**src/rtl/apb_uart_slave.sv**
```systemverilog
// APB register front end for the UART receiver.
// Exposes status/error/data and drives bit_period / data_size.
module apb_uart_slave #(
  parameter logic [13:0] BP_RESET = 14'd10,
  parameter logic [3:0]  DS_RESET = 4'd8
) (
  input  logic        clk,
  input  logic        n_rst,
  input  logic        psel,
  input  logic        penable,
  input  logic        pwrite,
  input  logic [2:0]  paddr,
  input  logic [7:0]  pwdata,
  output logic [7:0]  prdata,
  output logic        pslverr,
  input  logic [7:0]  rx_data,
  input  logic        data_ready,
  input  logic        overrun_error,
  input  logic        framing_error,
  output logic        data_read,
  output logic [3:0]  data_size,
  output logic [13:0] bit_period
);

  typedef enum logic [1:0] {
    IDLE,
    READ,
    WRITE,
    ERR
  } state_t;

  state_t      state;
  state_t      dec;
  logic [2:0]  addr_q;
  logic [7:0]  rx_q;
  logic        dr_q;
  logic        oe_q;
  logic        fe_q;
  logic [7:0]  rx_mask;
  logic [7:0]  sel;

  always_comb begin
    dec = ERR;
    if (pwrite) begin
      if (paddr inside {3'd2, 3'd3, 3'd4}) dec = WRITE;
    end else begin
      if (!(paddr inside {3'd5, 3'd7})) dec = READ;
    end
  end

  always_ff @(posedge clk or negedge n_rst) begin
    if (!n_rst) begin
      state      <= IDLE;
      addr_q     <= '0;
      rx_q       <= '0;
      dr_q       <= 1'b0;
      oe_q       <= 1'b0;
      fe_q       <= 1'b0;
      bit_period <= BP_RESET;
      data_size  <= DS_RESET;
    end else begin
      // shadows freeze during READ so data matches the setup edge
      if (state != READ) begin
        rx_q <= rx_data;
        dr_q <= data_ready;
        oe_q <= overrun_error;
        fe_q <= framing_error;
      end
      unique case (state)
        IDLE: begin
          if (psel && !penable) begin
            addr_q <= paddr;
            state  <= dec;
          end
        end
        WRITE: begin
          case (addr_q)
            3'd2:    bit_period[7:0]  <= pwdata;
            3'd3:    bit_period[13:8] <= pwdata[5:0];
            3'd4:    data_size        <= pwdata[3:0];
            default: ;
          endcase
          state <= IDLE;
        end
        default: state <= IDLE;
      endcase
    end
  end

  always_comb begin
    case (data_size)
      4'd5:    rx_mask = {3'b0, rx_q[4:0]};
      4'd6:    rx_mask = {2'b0, rx_q[5:0]};
      4'd7:    rx_mask = {1'b0, rx_q[6:0]};
      default: rx_mask = rx_q;
    endcase
  end

  always_comb begin
    case (addr_q)
      3'd0:    sel = {7'b0, dr_q};
      3'd1:    sel = {6'b0, oe_q, fe_q};
      3'd2:    sel = bit_period[7:0];
      3'd3:    sel = {2'b0, bit_period[13:8]};
      3'd4:    sel = {4'b0, data_size};
      3'd6:    sel = rx_mask;
      default: sel = 8'h00;
    endcase
  end

  assign prdata    = (state == READ) ? sel : 8'h00;
  assign pslverr   = (state == ERR);
  assign data_read = (state == READ) && (addr_q == 3'd6);

endmodule

```
**config.mk**
```make
export PLATFORM = sky130hd
export DESIGN_NAME = apb_uart_slave
export DESIGN_NICKNAME = d
export VERILOG_FILES = /design/src/rtl/apb_uart_slave.sv
export SDC_FILE = /design/constraint.sdc
export NUM_CORES = 1
export LEC_CHECK = 0
export ABC_AREA = 1
export CELL_PAD_IN_SITES_DETAIL_PLACEMENT = 1
export CELL_PAD_IN_SITES_GLOBAL_PLACEMENT = 2
export CORE_MARGIN = 3
export CORE_UTILIZATION = 27
export CTS_BUF_LIST = sky130_fd_sc_hd__clkbuf_16
export CTS_CLUSTER_SIZE = 40
export DETAILED_ROUTE_END_ITERATION = 6
export HOLD_SLACK_MARGIN = 0.08
export PLACE_DENSITY = 0.82
export SYNTH_ARGS = -nofsm -noshare
export SYNTH_HDL_FRONTEND = slang
export SYNTH_SLANG_ARGS = --single-unit
```
**constraint.sdc**
```tcl
create_clock -name clk -period 3.05 [get_ports clk]
set_input_delay 0.61 -clock clk [delete_from_list [all_inputs] [get_ports clk]]
set_output_delay 0.61 -clock clk [all_outputs]
set_load 0.01 [all_outputs]
```
==> flow_metrics.tcl, run 1 <==
set metrics [dict create \
    status "completed" \
    crit_path_top_delay_cell "dfrtp_1" \
    dp.cells 340 \
    pwr-share-seq_pct 40.4 \
    tightest_slew_ns 0.528 \
    skew_ns 0.00367 \
    drive_gt1_share_pct 9.89 \
    path_clk_slew_ns 0.05 \
    fin_cells 348 \
    portBuffers 54 \
    grt_pass1_wl_mm 8.38 \
    switching_share_pct 33.5 \
    synth_area_leaders "dfrtp_1 (45%), nand2_1 (17%), nand4_1 (5.8%), dfstp_2 (4.6%), o21ai_0 (4.4%)" \
    slew_violations 0 \
    grtUsageTotal_pct 14.4 \
    power_density_nw_per_um2 754 \
    synth-async-reset-ratio_pct 100 \
    wl_per_cell_um 14.1 \
    r2r_end "bit_period[10]" \
    num_rows 28 \
    dr.pass1.iters 4 \
    nNetsFinal 299 \
    design_area_um2 2460 \
    clkPwrFrac_pct 25.6 \
    tritoncts "built" \
    drtIter0Drc 60 \
    die-area_um2 7340 \
    switchingPower_uw 621 \
    hold_path_depth 2 \
    internal_power_uw 1230 \
    p_leak_uw 0.00117 \
    finalCritPeriodShare_pct 93.7 \
    die_width_um 85.7 \
    synth_cell_types 23 \
    criticalPathCategory "reg -> out" \
    reg2reg_slack_ns 1.25 \
    drv_cap 0 \
    cts_resized 0 \
    cts.sinks 34 \
    clock_path_buffers 2 \
    grt-ovfl-total 0 \
    reg2regPathDepth 3 \
    max_freq_mhz 350 \
    netlist.area_leader.share_pct 45.3 \
    yosys.cell_count.top_type "nand2_1" \
    syn_area_um2 1710 \
    ctsHoldBuffers 0 \
    endpoint_kind "primary output" \
    cp.arrival_ns 2.25 \
    ys_warn_count 0 \
    dp_hpwl_mm 3.69 \
    ys_seq_elements 34 \
    rsz0062_at_grt "false" \
    ys_seq_area_share_pct 49.9 \
    hold_viol 0 \
    slowest_delay_ns 0.55 \
    hp-class "reg -> reg" \
    htreeDepth 2 \
    num_antenna_cells 0 \
    first_global_vias 1676 \
    dpl-instance-area_um2 2310 \
    core_um2 6030 \
    critPathMaxFanout 14 \
    fillers 755 \
    syn_area_per_cell_um2 7.90 \
    ios 55 \
    cts_buffers 5 \
    vdd_drop_max_uv 317 \
    drtAntennaViolNets 0 \
    setup_tns_ns 0 \
    antenna_found_initial 0 \
    holdPathEnd "rx_q[1]" \
    ctsRootBufferMaster "clkbuf_16" \
    synth_edf_count 0 \
    regToRegStartpoint "addr_q[2]" \
    drc 0 \
    wl_mm 4.92 \
    avgViaCountPerCell 4.71 \
    worstHoldStart "rx_q[1]" \
    initial_core_util_pct 28.4 \
    syn_inst 217 \
    power.share.combinational_pct 33.9 \
    maxSlewHeadroom_pct 64.7 \
    cp.required_ns 2.44 \
    crit_chain "nor3_4 -> nand2_1 -> nand2_1 -> nor2_1 -> nor2_1 -> clkdlybuf4s50_1" \
    min_period_ns 2.86 \
    cts_setup_buffers 0 \
    synth_top_area_cell "dfrtp_1" \
    synthToLayoutAreaGrowth_pct 43.3 \
    cp-start-kind "flip-flop" \
    grt_max_degree 35 \
    place_congestion 0.788 \
    synthFlopType "dfrtp_1" \
    vias 1638 \
    setup_violations 0 \
    die_h_um 85.7 \
    synth_common_cells "nand2_1 (78), dfrtp_1 (31), inv_1 (18)" \
    insertion_delay_ns 0.27 \
    syn-num-nets 244 \
]
[layer usage]
metal	track usage, %	share of wire, %	vias up
met5	0	0	-
met4	3.88	1.1	0
met3	3.36	3.7	5
met2	22.0	45	40
met1	20.5	50	782
li1	-	-	811
[critical path, delay by kind of cell, from the launching register on]
kind | cells | cell delay, ns
buf+inv | 1 | 0.55
simple gates | 5 | 0.87
flops | 1 | 0.55
[kinds of logic after synthesis]
family | synth area share (%)
and+or+nand+nor | 32.9
AOI/OAI and AO/OA | 9.27
DFF | 49.9
buffers and inverters | 7.96
[worst max path at each step]
stage,from,endpoint,cells after the start
2_1_floorplan,addr_q[2],data_read,4
3_5_place_dp,addr_q[2],prdata[7],5
4_1_cts,addr_q[2],prdata[7],5
5_1_grt,addr_q[0],prdata[5],6
3_3_place_gp,addr_q[2],prdata[7],5
6_report,addr_q[0],prdata[5],6
[cells in the final DEF, fill, tap and decap left out]
| cell | instances |
|---|---|
| dfstp_2 | 3 |
| dfrtp_1 | 30 |
| nor3_4 | 1 |
| clkdlybuf4s50_1 | 54 |
| nand4_1 | 16 |
| o21ai_0 | 15 |
| nor3_2 | 1 |
| inv_1 | 19 |
| clkinv_1 | 1 |
| buf_4 | 3 |
| nor2_4 | 1 |
| nor4_1 | 1 |
| dfrtp_2 | 1 |
| nor2_1 | 17 |
| a31oi_1 | 1 |
| clkinv_2 | 1 |
| nand2_2 | 2 |
| o21ai_2 | 6 |
| nand2_1 | 78 |
| inv_4 | 1 |
| inv_2 | 1 |
| nand2_4 | 1 |
| a21oi_1 | 5 |
| nand3_1 | 9 |
| clkbuf_16 | 5 |
[sequential cells by signal, indices dropped and copies added (netlist names)]
name	cells
fe_q	1
state	2
rx_q	8
oe_q	1
data_size	4
dr_q	1
addr_q	3
bit_period	14
[power groups by stage]
stage / clock [uW] / sequential (uW) / combinational (uW)
2_1_floorplan: 0 / 759 / 260
3_3_place_gp: 0 / 762 / 617
3_5_place_dp: 0 / 758 / 634
4_1_cts: 481 / 752 / 638
5_1_grt: 510 / 777 / 701
6_report: 475 / 749 / 628
[area by class of cell]
cell class | count | area (um^2) | share of cell area (%)
Timing Repair Buffer | 57 | 563 | 22.9
Multi-Input combinational cell | 154 | 728 | 29.6
Tap cell | 75 | 93.8 | 3.82
Clock buffer | 5 | 125 | 5.09
Clock inverter | 3 | 12.5 | 0.509
Inverter | 20 | 77.6 | 3.16
Sequential cell | 34 | 856 | 34.8
[per-stage QoR]
| step | hold slack, ns | utilization, % | worst slack [ns] | total power, uW |
|---|---|---|---|---|
| after floorplan | 0.314 | - | 1.22 | 1020 |
| after global routing | 0.509 | 40.8 | 0.0535 | 1990 |
| after detailed placement | 0.481 | 38.4 | 0.410 | 1390 |
| final | 0.489 | 40.8 | 0.191 | 1850 |
| after global placement | 0.473 | 38.4 | 0.472 | 1380 |
| after CTS | 0.489 | 40.7 | 0.107 | 1870 |
No activity file was read; power rests on OpenSTA's default activity.
==> run 2, diff against run 1 <==
ABC_AREA = unset   (was 1)
CORE_UTILIZATION = 31   (was 27)
CTS_CLUSTER_DIAMETER = 80   (was unset)
==> run 2 against run 1 <==
Effect of this change: routed wire length shrank 2.7%; sequential power is 3.9% lower; register-to-register slack worse by 0.17 ns; clock power decreased by 0.8%; non-clock buffer count did not move; highest routed layer unchanged; power fell by 3.8%.
==> flow_metrics.tcl, run 2 <==
set metrics [dict create \
    cp.required_ns 2.44 \
    largest_reg_flops 14 \
    drc 0 \
    drv_cap 0 \
    cts_setup_buffers 0 \
    regMostFlops "bit_period" \
    grtUsageTotal_pct 16.5 \
    htreeDepth 2 \
    cp.arrival_ns 2.29 \
    synth_area_leaders "dfrtp_1 (46%), mux2_2 (14%), mux2_4 (7.1%), mux2i_1 (4.7%), dfstp_2 (4.6%)" \
    yosys.cell_count.top_type "dfrtp_1" \
    avgViaCountPerCell 4.83 \
    crit_path_top_delay_cell "dfrtp_1" \
    synthToLayoutAreaGrowth_pct 44.0 \
    skew_ns 0.00220 \
    drive_gt1_share_pct 23.7 \
    synth_edf_count 0 \
    wl_per_cell_um 18.1 \
    finalCritPeriodShare_pct 95.2 \
    antenna_found_initial 0 \
    synth_cell_types 35 \
    path_clk_slew_ns 0.05 \
    ys_warn_count 0 \
    num_antenna_cells 0 \
    grt-ovfl-total 0 \
    core_um2 5200 \
    portBuffers 54 \
    grt_max_degree 21 \
    num_rows 26 \
    ys_seq_area_share_pct 50.4 \
    setup_slack_ns 0.146 \
    dr.pass1.iters 4 \
    syn_inst 135 \
    die_width_um 80.0 \
    clock_path_buffers 2 \
    cp_top_family "flip-flops" \
    p_leak_uw 0.00101 \
    nNetsFinal 220 \
    tritoncts "built" \
    fillers 574 \
    cts_resized 0 \
    insertion_delay_ns 0.28 \
    drtAntennaViolNets 0 \
    criticalPathCategory "reg -> out" \
    min_period_ns 2.90 \
    tightest_slew_ns 0.880 \
    dp_hpwl_mm 3.65 \
    ys_seq_elements 34 \
    netlist.area_leader.share_pct 45.7 \
    largestRegisters "bit_period: 14 flops, rx_q: 8 flops, data_size: 4 flops" \
    place_ws_ns 0.471 \
    setup_tns_ns 0 \
    hp-class "reg -> reg" \
    status "completed" \
    grt_pass1_wl_mm 7.89 \
    place_congestion 0.746 \
    die-area_um2 6400 \
    ios 55 \
    drtIter0Drc 31 \
    ctsHoldBuffers 0 \
    reg2regPathDepth 3 \
    first_global_vias 1496 \
    design_area_um2 2440 \
    initial_core_util_pct 32.6 \
    rsz0062_at_grt "false" \
    syn_area_um2 1700 \
    endpoint_kind "primary output" \
    vdd_drop_max_uv 300 \
    path_buf_inv 1 \
    slew_violations 0 \
    synth_common_cells "dfrtp_1 (31), mux2_2 (21), nand2_1 (11)" \
    dpl-instance-area_um2 2310 \
    synth_top_area_cell "dfrtp_1" \
    cts.sinks 34 \
    hold_path_depth 1 \
    synth-async-reset-ratio_pct 100 \
    crit_chain "nand2b_1 -> o32a_1 -> nor2_1 -> clkdlybuf4s50_1" \
    vias 1276 \
    setup_violations 0 \
    worst-path-stages 4 \
    power_density_nw_per_um2 729 \
    slowest_delay_ns 0.57 \
    hold_viol 0 \
    ctsRootBufferMaster "clkbuf_16" \
    cp-start-kind "flip-flop" \
    syn_area_per_cell_um2 12.6 \
    final_common_cell "clkdlybuf4s50_1" \
    synthFlopType "dfrtp_1" \
    wl_mm 4.79 \
    cts_buffers 5 \
    max_freq_mhz 344 \
    critPathMaxFanout 11 \
    final_cell_mix "clkdlybuf4s50_1 (54), dfrtp_1 (31), mux2_2 (21), nand2_1 (11), nor2_1 (9)" \
    syn-num-nets 162 \
    die_h_um 80.0 \
    maxSlewHeadroom_pct 41.2 \
]
run 2: cell count changes after synthesis, sizes merged, moves of 2 or more:
cell	change
a2bb2oi	+2
buf	-3
nand3	-8
nand4	-16
inv	-17
mux2i	+8
o211ai	+2
o22a	+2
o21ai	-18
nand2b	+5
nand2	-70
mux2	+29
nor2	-9
run 2: area by class of cell:
type	instances	area, um^2	area share [%]
flip-flops and latches	34	855	35.0
multi-input cells	92	791	32.4
repair buffers	57	563	23.0
clock buffers	5	125	5.12
well taps	70	87.6	3.58
clock inverters	3	11.3	0.461
inverters	3	11.3	0.461
run 2: report_power, final:
group          total, uW  switching (uW)  internal, uW
sequential           720             142           578
clock                471             178           293
combinational        590             207           383
run 2: logic make-up (layout without fill, tap and decap cells):
logic type	count (synthesis)	in the layout	synth area share, %
AO/OA/AOI/OAI	16	16	6.27
XOR/XNOR	1	1	0.516
buffers and inverters	9	68	3.02
flip-flops	34	34	50.4
multiplexers	38	38	27.1
AND/OR/NAND/NOR	37	37	12.8
run 2: routing by layer:
layer / global-route usage (%) / part of all wire, % / vias up
met5: 0 / 0 / -
li1: - / - / 599
met3: 5.76 / 6.1 / 7
met1: 19.5 / 41 / 629
met4: 5.91 / 1.5 / 0
met2: 27.6 / 51 / 41
run 2: worst paths after layout:
| path | from | to | slack [ns] |
|---|---|---|---|
| max in group asynchronous | n_rst | rx_q[5] | 1.57 |
| hold / removal | fe_q | fe_q | 0.51 |
| setup / recovery | addr_q[0] | prdata[5] | 0.15 |
| setup reg to reg | addr_q[0] | data_size[0] | 1.08 |
| min in group asynchronous | n_rst | bit_period[9] | 0.83 |
| hold reg to reg | fe_q | fe_q | 0.51 |
run 2: metrics by stage:
step	hold slack, ns	cells	util [%]	total power, uW
floorplan	0.314	135	-	1000
global placement	0.491	256	44.3	1300
detailed placement	0.500	256	44.3	1320
CTS	0.512	264	46.9	1810
global route	0.535	264	46.9	1880
finish	0.509	264	46.9	1780
==> run 3, diff against run 2 <==
CTS_CLUSTER_SIZE = 24   (was 40)
==> results of run 3 <==
Same layout as run 2: the final DEF is identical, and so are final timing and power.
